File: src/rtl/stopwatch_ctrl_pkg.sv
// Shared constants for the stopwatch run-control block: state encodings,
// the default debounce length and the button index map.
package stopwatch_ctrl_pkg;

   typedef enum logic [1:0] {
      ST_IDLE  = 2'd0,
      ST_RUN   = 2'd1,
      ST_LAP   = 2'd2,
      ST_PAUSE = 2'd3
   } run_state_t;

   // 20 ms at the 1 kHz tick
   localparam int DB_TICKS_DEF = 20;

   // Bit positions of the buttons in the packed button vectors
   localparam int BTN_START = 0;
   localparam int BTN_STOP  = 1;
   localparam int BTN_INC   = 2;
   localparam int BTN_LAP   = 3;
   localparam int BTN_CLR   = 4;
   localparam int NUM_BTN   = 5;

endpackage

File: src/rtl/stopwatch_ctrl_if.sv
// Signal bundle between the front panel / counter side and the run-control
// sequencer. There is no valid/ready handshake: buttons are raw levels,
// step and clr_o are single-cycle pulses, time_en/disp_sel are levels, and
// run_st mirrors the sequencer state every cycle.
interface stopwatch_ctrl_if #(
   parameter int CNT_W = 16
);
   logic             start;
   logic             stop;
   logic             inc;
   logic             lap;
   logic             clr;
   logic [CNT_W-1:0] cnt;
   logic             time_en;
   logic             step;
   logic             clr_o;
   logic [CNT_W-1:0] disp_val;
   logic             disp_sel;
   logic [2:0]       lap_cnt;
   logic [1:0]       run_st;

   // Front panel and counter side
   modport master (
      output start, stop, inc, lap, clr, cnt,
      input  time_en, step, clr_o, disp_val, disp_sel, lap_cnt, run_st
   );

   // Run-control sequencer side
   modport slave (
      input  start, stop, inc, lap, clr, cnt,
      output time_en, step, clr_o, disp_val, disp_sel, lap_cnt, run_st
   );
endinterface

File: src/rtl/btn_debounce.sv
// One front-panel button: two-flop synchroniser, stability counter and a
// single-cycle press pulse. The accepted level only flips after the
// synchronised input has disagreed with it for DB_TICKS consecutive cycles,
// so a press must be fully released before another pulse can be produced.
module btn_debounce
   import stopwatch_ctrl_pkg::*;
#(
   parameter int DB_TICKS = DB_TICKS_DEF
) (
   input  logic clk,
   input  logic rst,
   input  logic btn,
   output logic press
);
   localparam int CW = $clog2(DB_TICKS + 1);

   logic          sync1;
   logic          sync2;
   logic          level;
   logic [CW-1:0] stab_cnt;

   // Bring the asynchronous button into the clock domain
   always_ff @(posedge clk) begin
      if (rst) begin
         sync1 <= 1'b0;
         sync2 <= 1'b0;
      end else begin
         sync1 <= btn;
         sync2 <= sync1;
      end
   end

   // Count disagreeing cycles; flip the accepted level and pulse on a press
   always_ff @(posedge clk) begin
      if (rst) begin
         level    <= 1'b0;
         stab_cnt <= '0;
         press    <= 1'b0;
      end else begin
         press <= 1'b0;
         if (sync2 == level) begin
            stab_cnt <= '0;
         end else if (stab_cnt == CW'(DB_TICKS - 1)) begin
            level    <= sync2;
            stab_cnt <= '0;
            press    <= sync2;
         end else begin
            stab_cnt <= stab_cnt + CW'(1);
         end
      end
   end

endmodule

File: src/rtl/stopwatch_ctrl.sv
// Stopwatch run-control sequencer: debounces five buttons, drives counter
// enable / step / clear, keeps a circular lap buffer with recall, and
// selects the value shown on the seven-segment display.
module stopwatch_ctrl
   import stopwatch_ctrl_pkg::*;
#(
   parameter int DB_TICKS = DB_TICKS_DEF,
   parameter int CNT_W    = 16,
   parameter int LAP_N    = 4
) (
   input  logic           clk,
   input  logic           rst,
   stopwatch_ctrl_if.slave bus
);
   localparam int PW = (LAP_N > 1) ? $clog2(LAP_N) : 1;

   logic [NUM_BTN-1:0] raw;
   logic [NUM_BTN-1:0] press;

   run_state_t state;
   run_state_t state_nxt;

   logic             w_stop, w_start, w_lap, w_inc, w_clr;
   logic             do_cap, do_step, do_clr, rc_adv;
   logic [CNT_W-1:0] mem [LAP_N];
   logic [PW-1:0]    wr_ptr;
   logic [PW-1:0]    rd_off;
   logic [PW-1:0]    rd_idx;
   logic [2:0]       lap_cnt;
   logic             recall;
   logic             step_q;
   logic             clr_q;
   logic             disp_sel;

   assign raw[BTN_START] = bus.start;
   assign raw[BTN_STOP]  = bus.stop;
   assign raw[BTN_INC]   = bus.inc;
   assign raw[BTN_LAP]   = bus.lap;
   assign raw[BTN_CLR]   = bus.clr;

   for (genvar gi = 0; gi < NUM_BTN; gi++) begin : g_db
      btn_debounce #(.DB_TICKS(DB_TICKS)) u_db (
         .clk   (clk),
         .rst   (rst),
         .btn   (raw[gi]),
         .press (press[gi])
      );
   end

   // Only the highest-priority pulse of a cycle survives: stop > start > lap > inc > clr
   assign w_stop  = press[BTN_STOP];
   assign w_start = press[BTN_START] & ~w_stop;
   assign w_lap   = press[BTN_LAP]   & ~w_stop & ~press[BTN_START];
   assign w_inc   = press[BTN_INC]   & ~w_stop & ~press[BTN_START] & ~press[BTN_LAP];
   assign w_clr   = press[BTN_CLR]   & ~w_stop & ~press[BTN_START] & ~press[BTN_LAP]
                                     & ~press[BTN_INC];

   // State register
   always_ff @(posedge clk) begin
      if (rst) state <= ST_IDLE;
      else     state <= state_nxt;
   end

   // Next state and the actions requested by the winning pulse
   always_comb begin
      state_nxt = state;
      do_cap    = 1'b0;
      do_step   = 1'b0;
      do_clr    = 1'b0;
      rc_adv    = 1'b0;
      case (state)
         ST_IDLE: begin
            if (w_start)    state_nxt = ST_RUN;
            else if (w_inc) do_step   = 1'b1;
         end
         ST_RUN: begin
            if (w_stop) begin
               state_nxt = ST_PAUSE;
            end else if (w_lap) begin
               do_cap    = 1'b1;
               state_nxt = ST_LAP;
            end
         end
         ST_LAP: begin
            if (w_stop)       state_nxt = ST_PAUSE;
            else if (w_start) state_nxt = ST_RUN;
            else if (w_lap)   do_cap    = 1'b1;
         end
         ST_PAUSE: begin
            if (w_start) begin
               state_nxt = ST_RUN;
            end else if (w_lap) begin
               rc_adv = (lap_cnt != 3'd0);
            end else if (w_inc) begin
               do_step = 1'b1;
            end else if (w_clr) begin
               do_clr    = 1'b1;
               state_nxt = ST_IDLE;
            end
         end
         default: state_nxt = ST_IDLE;
      endcase
   end

   // Lap bookkeeping, recall position and the registered counter pulses
   always_ff @(posedge clk) begin
      if (rst) begin
         wr_ptr  <= '0;
         lap_cnt <= 3'd0;
         recall  <= 1'b0;
         rd_off  <= '0;
         step_q  <= 1'b0;
         clr_q   <= 1'b0;
      end else begin
         step_q <= do_step;
         clr_q  <= do_clr;
         if (do_cap) begin
            wr_ptr <= wr_ptr + PW'(1);
            if (lap_cnt != 3'(LAP_N)) lap_cnt <= lap_cnt + 3'd1;
         end
         if (do_clr) begin
            wr_ptr  <= '0;
            lap_cnt <= 3'd0;
         end
         // Recall lives only in PAUSE; offset 0 is the newest entry
         if (state_nxt != ST_PAUSE) begin
            recall <= 1'b0;
            rd_off <= '0;
         end else if (rc_adv) begin
            if (!recall) begin
               recall <= 1'b1;
               rd_off <= '0;
            end else if ((3'(rd_off) + 3'd1) == lap_cnt) begin
               rd_off <= '0;
            end else begin
               rd_off <= rd_off + PW'(1);
            end
         end
      end
   end

   // Lap storage; contents are only shown once written, so no reset needed
   always_ff @(posedge clk) begin
      if (do_cap && !rst) mem[wr_ptr] <= bus.cnt;
   end

   assign rd_idx   = wr_ptr - PW'(1) - rd_off;
   assign disp_sel = (state == ST_LAP) || ((state == ST_PAUSE) && recall);

   assign bus.time_en  = (state == ST_RUN) || (state == ST_LAP);
   assign bus.step     = step_q;
   assign bus.clr_o    = clr_q;
   assign bus.disp_sel = disp_sel;
   assign bus.disp_val = disp_sel ? mem[rd_idx] : bus.cnt;
   assign bus.lap_cnt  = lap_cnt;
   assign bus.run_st   = state;

endmodule

File: src/flat_wrapper.sv
// flat-port wrapper written by rule: the top's interface ports become plain ports
module stopwatch_ctrl_flat import stopwatch_ctrl_pkg::*;
#(
   parameter int DB_TICKS = DB_TICKS_DEF,
   parameter int CNT_W    = 16,
   parameter int LAP_N    = 4
)
  (clk, rst, bus_start, bus_stop, bus_inc, bus_lap, bus_clr, bus_cnt, bus_time_en, bus_step, bus_clr_o, bus_disp_val, bus_disp_sel, bus_lap_cnt, bus_run_st);
  stopwatch_ctrl_if #(.CNT_W(CNT_W)) bus_i ();
  input  logic clk;
  input  logic rst;
  input wire logic [$bits(bus_i.start)-1:0] bus_start;
  input wire logic [$bits(bus_i.stop)-1:0] bus_stop;
  input wire logic [$bits(bus_i.inc)-1:0] bus_inc;
  input wire logic [$bits(bus_i.lap)-1:0] bus_lap;
  input wire logic [$bits(bus_i.clr)-1:0] bus_clr;
  input wire logic [$bits(bus_i.cnt)-1:0] bus_cnt;
  output wire logic [$bits(bus_i.time_en)-1:0] bus_time_en;
  output wire logic [$bits(bus_i.step)-1:0] bus_step;
  output wire logic [$bits(bus_i.clr_o)-1:0] bus_clr_o;
  output wire logic [$bits(bus_i.disp_val)-1:0] bus_disp_val;
  output wire logic [$bits(bus_i.disp_sel)-1:0] bus_disp_sel;
  output wire logic [$bits(bus_i.lap_cnt)-1:0] bus_lap_cnt;
  output wire logic [$bits(bus_i.run_st)-1:0] bus_run_st;
  assign bus_i.start = bus_start;
  assign bus_i.stop = bus_stop;
  assign bus_i.inc = bus_inc;
  assign bus_i.lap = bus_lap;
  assign bus_i.clr = bus_clr;
  assign bus_i.cnt = bus_cnt;
  assign bus_time_en = bus_i.time_en;
  assign bus_step = bus_i.step;
  assign bus_clr_o = bus_i.clr_o;
  assign bus_disp_val = bus_i.disp_val;
  assign bus_disp_sel = bus_i.disp_sel;
  assign bus_lap_cnt = bus_i.lap_cnt;
  assign bus_run_st = bus_i.run_st;
  stopwatch_ctrl #(.DB_TICKS(DB_TICKS), .CNT_W(CNT_W), .LAP_N(LAP_N)) u_core (.clk(clk), .rst(rst), .bus(bus_i));
endmodule
File: config.mk
export PLATFORM = sky130hd
export DESIGN_NAME = stopwatch_ctrl_flat
export DESIGN_NICKNAME = d
export VERILOG_FILES = /design/src/rtl/stopwatch_ctrl_pkg.sv /design/src/rtl/stopwatch_ctrl_if.sv /design/src/rtl/btn_debounce.sv /design/src/rtl/stopwatch_ctrl.sv /design/src/flat_wrapper.sv
export SDC_FILE = /design/constraint.sdc
export NUM_CORES = 1
export LEC_CHECK = 0
export CAP_MARGIN = 20
export CORE_UTILIZATION = 35
export CTS_CLUSTER_SIZE = 30
export DETAILED_ROUTE_END_ITERATION = 12
export GPL_ROUTABILITY_DRIVEN = 0
export PLACE_DENSITY = 0.54
export SLEW_MARGIN = 20
export SYNTH_ARGS = -nofsm -noshare
export SYNTH_HDL_FRONTEND = slang
export SYNTH_SLANG_ARGS = --single-unit
File: constraint.sdc
create_clock -name clk -period 2.2 [get_ports clk]
set_input_delay 0.55 -clock clk [delete_from_list [all_inputs] [get_ports clk]]
set_output_delay 0.55 -clock clk [all_outputs]
set_load 0.03 [all_outputs]
-- Word level (Yosys, flattened, before mapping)
Memory sizes are Yosys's and may differ from the RTL's.
Cells that the tools add are included.
W data, S select, Z words.
- bits in registers: 57
- latch bits: 0
- memory bits (writable): 64
- ROM bits: 0
- bits of input ports: 23
- output and inout port bits: 25
- word-level logic and storage cells: 141
- memories kept: 1
- memory list (name ; words ; bits a word ; read ports ; clocked after memory_dff ; wr ports ; line ; text):
    u_core.mem ; 4 ; 16 ; 1 ; 0 ; 1 ; stopwatch_ctrl.sv:25 ; logic [CNT_W-1:0] mem [LAP_N];
- add/subtract/negate cells: 11
- $mul: 0
- div/mod/pow operators: 0
- magnitude comparators: 0
- equality and inequality tests: 16
- shift-type cells: 0
- muxes and demuxes: 32
- bitwise gates (word level): 24
- reductions and logical operators: 25
- operators by type and width (operator ; count):
    $reduce_or A3 Y1 ; 10
    $add A5 B1 Y5 const B ; 5
    $eq A5 B5 Y1 const B ; 5
    $mux W2 ; 10
    $mux W1 ; 18
    $mux W16 ; 1
    $not A1 Y1 ; 14
    $reduce_and A2 Y1 ; 6
    $and A1 B1 Y1 ; 10
    $pmux W2 S4 ; 1
    $eq A1 B1 Y1 ; 5
    $add A2 B1 Y2 const B ; 2
    $eq A2 B2 Y1 const B ; 2
    $pmux W1 S2 ; 2
    $reduce_or A2 Y1 ; 2
    $add A2 B1 Y3 const B ; 1
    $add A3 B1 Y3 const B ; 1
    $eq A3 B3 Y1 ; 1
    $ne A3 B3 Y1 const B ; 1
    $reduce_bool A3 Y1 ; 1
    $eq A2 B1 Y1 const B ; 1
    $logic_and A1 B1 Y1 ; 2
    $logic_not A2 Y1 ; 1
    $logic_or A1 B1 Y1 ; 2
    4 further kinds ; 4

-- Longest topological paths before layout
- word-level depth: 12
- mapped depth: 8
- mapped depth without buffers: 6

-- Hierarchy
A second synthesis with hierarchy kept.
- cell total of the unflattened synthesis: 420
- area, all modules: 5253.8 µm²
- by module, submodules not included (module ; instances ; cells each ; area each (µm²) ; seq. area each (µm²)):
    stopwatch_ctrl ; 1 ; 255 ; 3420.8 ; 2162.1
    btn_debounce ; 5 ; 33 ; 366.6 ; 180.2

-- Worst setup path after synthesis
OpenSTA, ideal clock, no wires.
- kind: reg-to-output
- start: reg u_core.state[0], in the netlist u_core.bus.run_st[0]
- end: out bus_disp_val[10]
- arrival: 2.233 ns
- required time: 1.650 ns
- slack: -0.583 ns
- stages on the path, launching flop included: 9
- buffers on the path: 2
- path through: dfxtp_1 > inv_1 > ha_1 > a21o_1 > buf_2 > nand2_1 > buf_2 > o22ai_1 > a21oi_1
- longest elaborated chain between the ends: 4
- elaborated cells on any way between the ends: 5
- those cells by class: eq/ne (2); mux (1); reduce/logical (2)
- RTL lines (item ; line ; text):
    start: declaration ; stopwatch_ctrl.sv:20 ; run_state_t state;
    start signal: assignment ; stopwatch_ctrl.sv:61 ; else state <= state_nxt;
    $eq A2 B2 Y1 ; stopwatch_ctrl.sv:148 ; assign disp_sel = (state == ST_LAP) || ((state == ST_PAUSE) && recall);
    $logic_and A1 B1 Y1 ; stopwatch_ctrl.sv:148 ;
    $logic_or A1 B1 Y1 (*) ; stopwatch_ctrl.sv:148 ;
    $mux W16 (*) ; stopwatch_ctrl.sv:154 ; assign bus.disp_val = disp_sel ? mem[rd_idx] : bus.cnt;
    end: declaration ; flat_wrapper.sv:21 ; output wire logic [$bits(bus_i.disp_val)-1:0] bus_disp_val;
Mark *: on every way between the ends. The rest lies on a longest branch, timed or not.

-- Worst setup path after layout
- start: reg u_core.rd_off[0]
- end: out bus_disp_val[5]
- longest elaborated chain between the ends: 3
- RTL lines (item ; line ; text):
    start: declaration ; stopwatch_ctrl.sv:27 ; logic [PW-1:0] rd_off;
    start signal: assignment ; stopwatch_ctrl.sv:136 ; rd_off <= rd_off + PW'(1);
    $sub A2 B2 Y2 ; stopwatch_ctrl.sv:147 ; assign rd_idx = wr_ptr - PW'(1) - rd_off;
    $mem_v2 Z4 W16 ; n/a ;
    $mux W16 ; stopwatch_ctrl.sv:154 ;
No other way between the ends.

==> metrics <==
status=complete, but fails checks; failing checks=setup timing; Crit. End Element=primary output; worst-path fanout max=8; CTS root buffer=clkbuf_16; Layout area overhead=45.15%; drt wl/cell=around 15 um; sequential area share after synthesis=between 60% and 70%; Initial Util=36.14%; Fin. Hold Viols=0; most frequent cells in the layout=edfxtp_1 (64), dfxtp_1 (52), nor2_1 (44), buf_4 (44), clkdlybuf4s50_1 (28); PnR worst setup slack=-0.5340 ns; PortBufs=between 40 and 50; Place WS=-0.5055 ns; die area=roughly 15000 um^2; total track usage=roughly 16%; Post-synth EDFFs=64; Worst Setup EP=bus_disp_val[5]; Iter 0 DRT Violations=152; Yosys reg bits=~120; clk buf depth=2; FMAX=around 370 MHz; DR DRC count=0; post-synthesis cell count=397; max-cap check violation count=0; Distinct cells, synth=48; overall power=5.197 mW; Die Y=approximately 120 um; Leak=about 2.8 nW; WHS=0.4358 ns; Post-synth top flop=edfxtp_1; Final ANT Viol Nets=0; vias in the first global route=~3.4k; worst min-delay path class=reg -> reg; Routed WL=~10 mm; layout cell share with drive strength beyond 1=a little over a third; Vias=~3.3k; Num Clock Sinks=approximately 120; RR Startpoint=u_core.bus.run_st[1]; placed cells=662; worst skew pair latency=a little over 0.4 ns; Non-Filler Instances=between 700 and 800; grt ovf=0; design area=between 7000 and 8000 um^2; hold_buf cts=0; std cell rows=43; Worst Clk Skew=around 0.0075 ns; FF-to-FF path depth=8; DR WL met3=about 350 um; H-tree depth=4; synth warn=0; Met1 Wirelength=around 4.7 mm; Setup Crit Path Kind=reg -> out; Syn Area/Cell=between 10 and 15 um^2; Worst setup SP type=flop; clk slew on worst S/H paths=~0.05 ns; dpl hpwl=around 6.6 mm; Slew @ Worst Pin=approximately 0.56 ns; CTS buffer count=17; Net Count, Synth=~440; commonest non-fill, non-tap cell in the layout=edfxtp_1; hold path startpoint=u_core.g_db[4].u_db.sync1; I/O pins=48; drt first pass iters=4; r2r endpoint=u_core.recall; fillcell total=roughly 1.2k; DP Area=about 6300 um^2; # diodes=0; CP required=approximately 1.7 ns; DR top layer=met4; first-pass GRT wire length=between 15 and 20 mm; setup tns final=-7.308 ns; Arr. time, crit path=2.18 ns; Mapped Area=approximately 5100 um^2; vias per inst=~4.7; Max Slew Vio Count=0; fin util=~52%; core region area=13990 um^2; width of the die=roughly 120 um; PwrDens=a little over 700 nW/um^2; async set or reset register ratio after synthesis=0%; crit path time final=2.734 ns; met2 wire len=approximately 5.1 mm; final setup fails=16; Setup crit start=u_core.rd_off[0]; initial antenna violation count=0; hold depth=1; TritonCTS clock tree=built; maximum VDD drop=~450 uV; reg-to-reg slack, setup=0.18 ns; Max-slew headroom=between 60% and 70%; final worst path period share=124.3%; RSZ-0062 raised after global routing=true; final layout net count=553; largest net degree at the start of global routing=17
## worst min-delay path by stage
stage                                     end  slack (ns)
finish              u_core.g_db[4].u_db.sync2        0.44
global placement    u_core.g_db[4].u_db.sync2        0.42
detailed placement  u_core.g_db[0].u_db.sync2        0.43
global route        u_core.g_db[4].u_db.sync2        0.46
floorplan           u_core.g_db[0].u_db.sync2        0.41
CTS                 u_core.g_db[0].u_db.sync2        0.44
## metal layers
metal	vias to the layer above	global-route usage, %
li1	1671	-
met1	1578	18.34
met2	57	26.38
met3	19	4.167
met4	0	7.470
met5	-	0
## Yosys cell counts (6+ instances only)
cell type | number | share of area [%]
edfxtp_1 | 64 | 38
dfxtp_1 | 57 | 23
nor2_1 | 44 | 3.3
mux2i_1 | 23 | 4.6
a21oi_1 | 18 | 1.8
ha_1 | 18 | 4.5
inv_1 | 18 | 1.3
nor2b_1 | 14 | 1.7
mux2_4 | 13 | 3.9
o22ai_1 | 13 | 1.6
xnor2_1 | 13 | 2.3
xor2_1 | 12 | 2.1
nand3_1 | 11 | 1.1
nand2_1 | 7 | 0.52
and3_1 | 6 | 0.74
nor3_1 | 6 | 0.59
## kinds of logic (layout without fill, tap and decap cells)
logic type | Yosys count | count (layout) | share of synthesized area [%]
flops | 121 | 121 | 60.59
simple gates | 108 | 108 | 10.84
compound gates | 55 | 55 | 7.426
mux | 39 | 39 | 9.084
buf+inv | 30 | 158 | 2.797
xor+xnor | 26 | 26 | 4.802
fa+ha+maj | 18 | 18 | 4.456
## where the power goes
| group | leakage, nW | total (mW) | switching, mW | internal, mW |
|---|---|---|---|---|
| logic | 1.47 | 0.229 | 0.106 | 0.123 |
| registers | 1.04 | 2.39 | 0.00575 | 2.39 |
| clock network | 0.286 | 2.58 | 0.929 | 1.65 |
## what timing repair did
item | 4_1_cts | 5_1_grt
cloned | 3 | 0
resized for setup | 129 | 21
pin swaps | 2 | 4
setup buffers | 6 | 2
endpoints found under the setup margin | 18 | 18
## area by class of cell
type / count / area [um^2] / share of cell area [%]
Clock buffer: 26 / 530.5 / 7.231
Clock inverter: 6 / 35.03 / 0.4775
Inverter: 18 / 67.56 / 0.9209
Multi-Input combinational cell: 246 / 2258 / 30.78
Sequential cell: 121 / 3074 / 41.90
Tap cell: 180 / 225.2 / 3.070
Timing Repair Buffer: 108 / 1146 / 15.62
## flip-flops by register name, summed over array words and instances, names as in the netlist, 3 cells and up
register	count
u_core.bus.lap_cnt	3
u_core.g_db.u_db.press	5
u_core.g_db.u_db.stab_cnt	25
u_core.g_db.u_db.sync1	5
u_core.g_db.u_db.level	5
u_core.g_db.u_db.sync2	5
u_core.mem	64
## worst max-delay path, cell delays in order (launching register included)
cell     delay (ns)
dfxtp_2        0.32
inv_2          0.07
ha_4           0.12
xnor3_2        0.31
buf_12         0.17
buf_16         0.14
mux2_4         0.31
o22ai_4        0.14
a21oi_4        0.05
buf_6          0.14
Power figures use the tool's default switching activity.
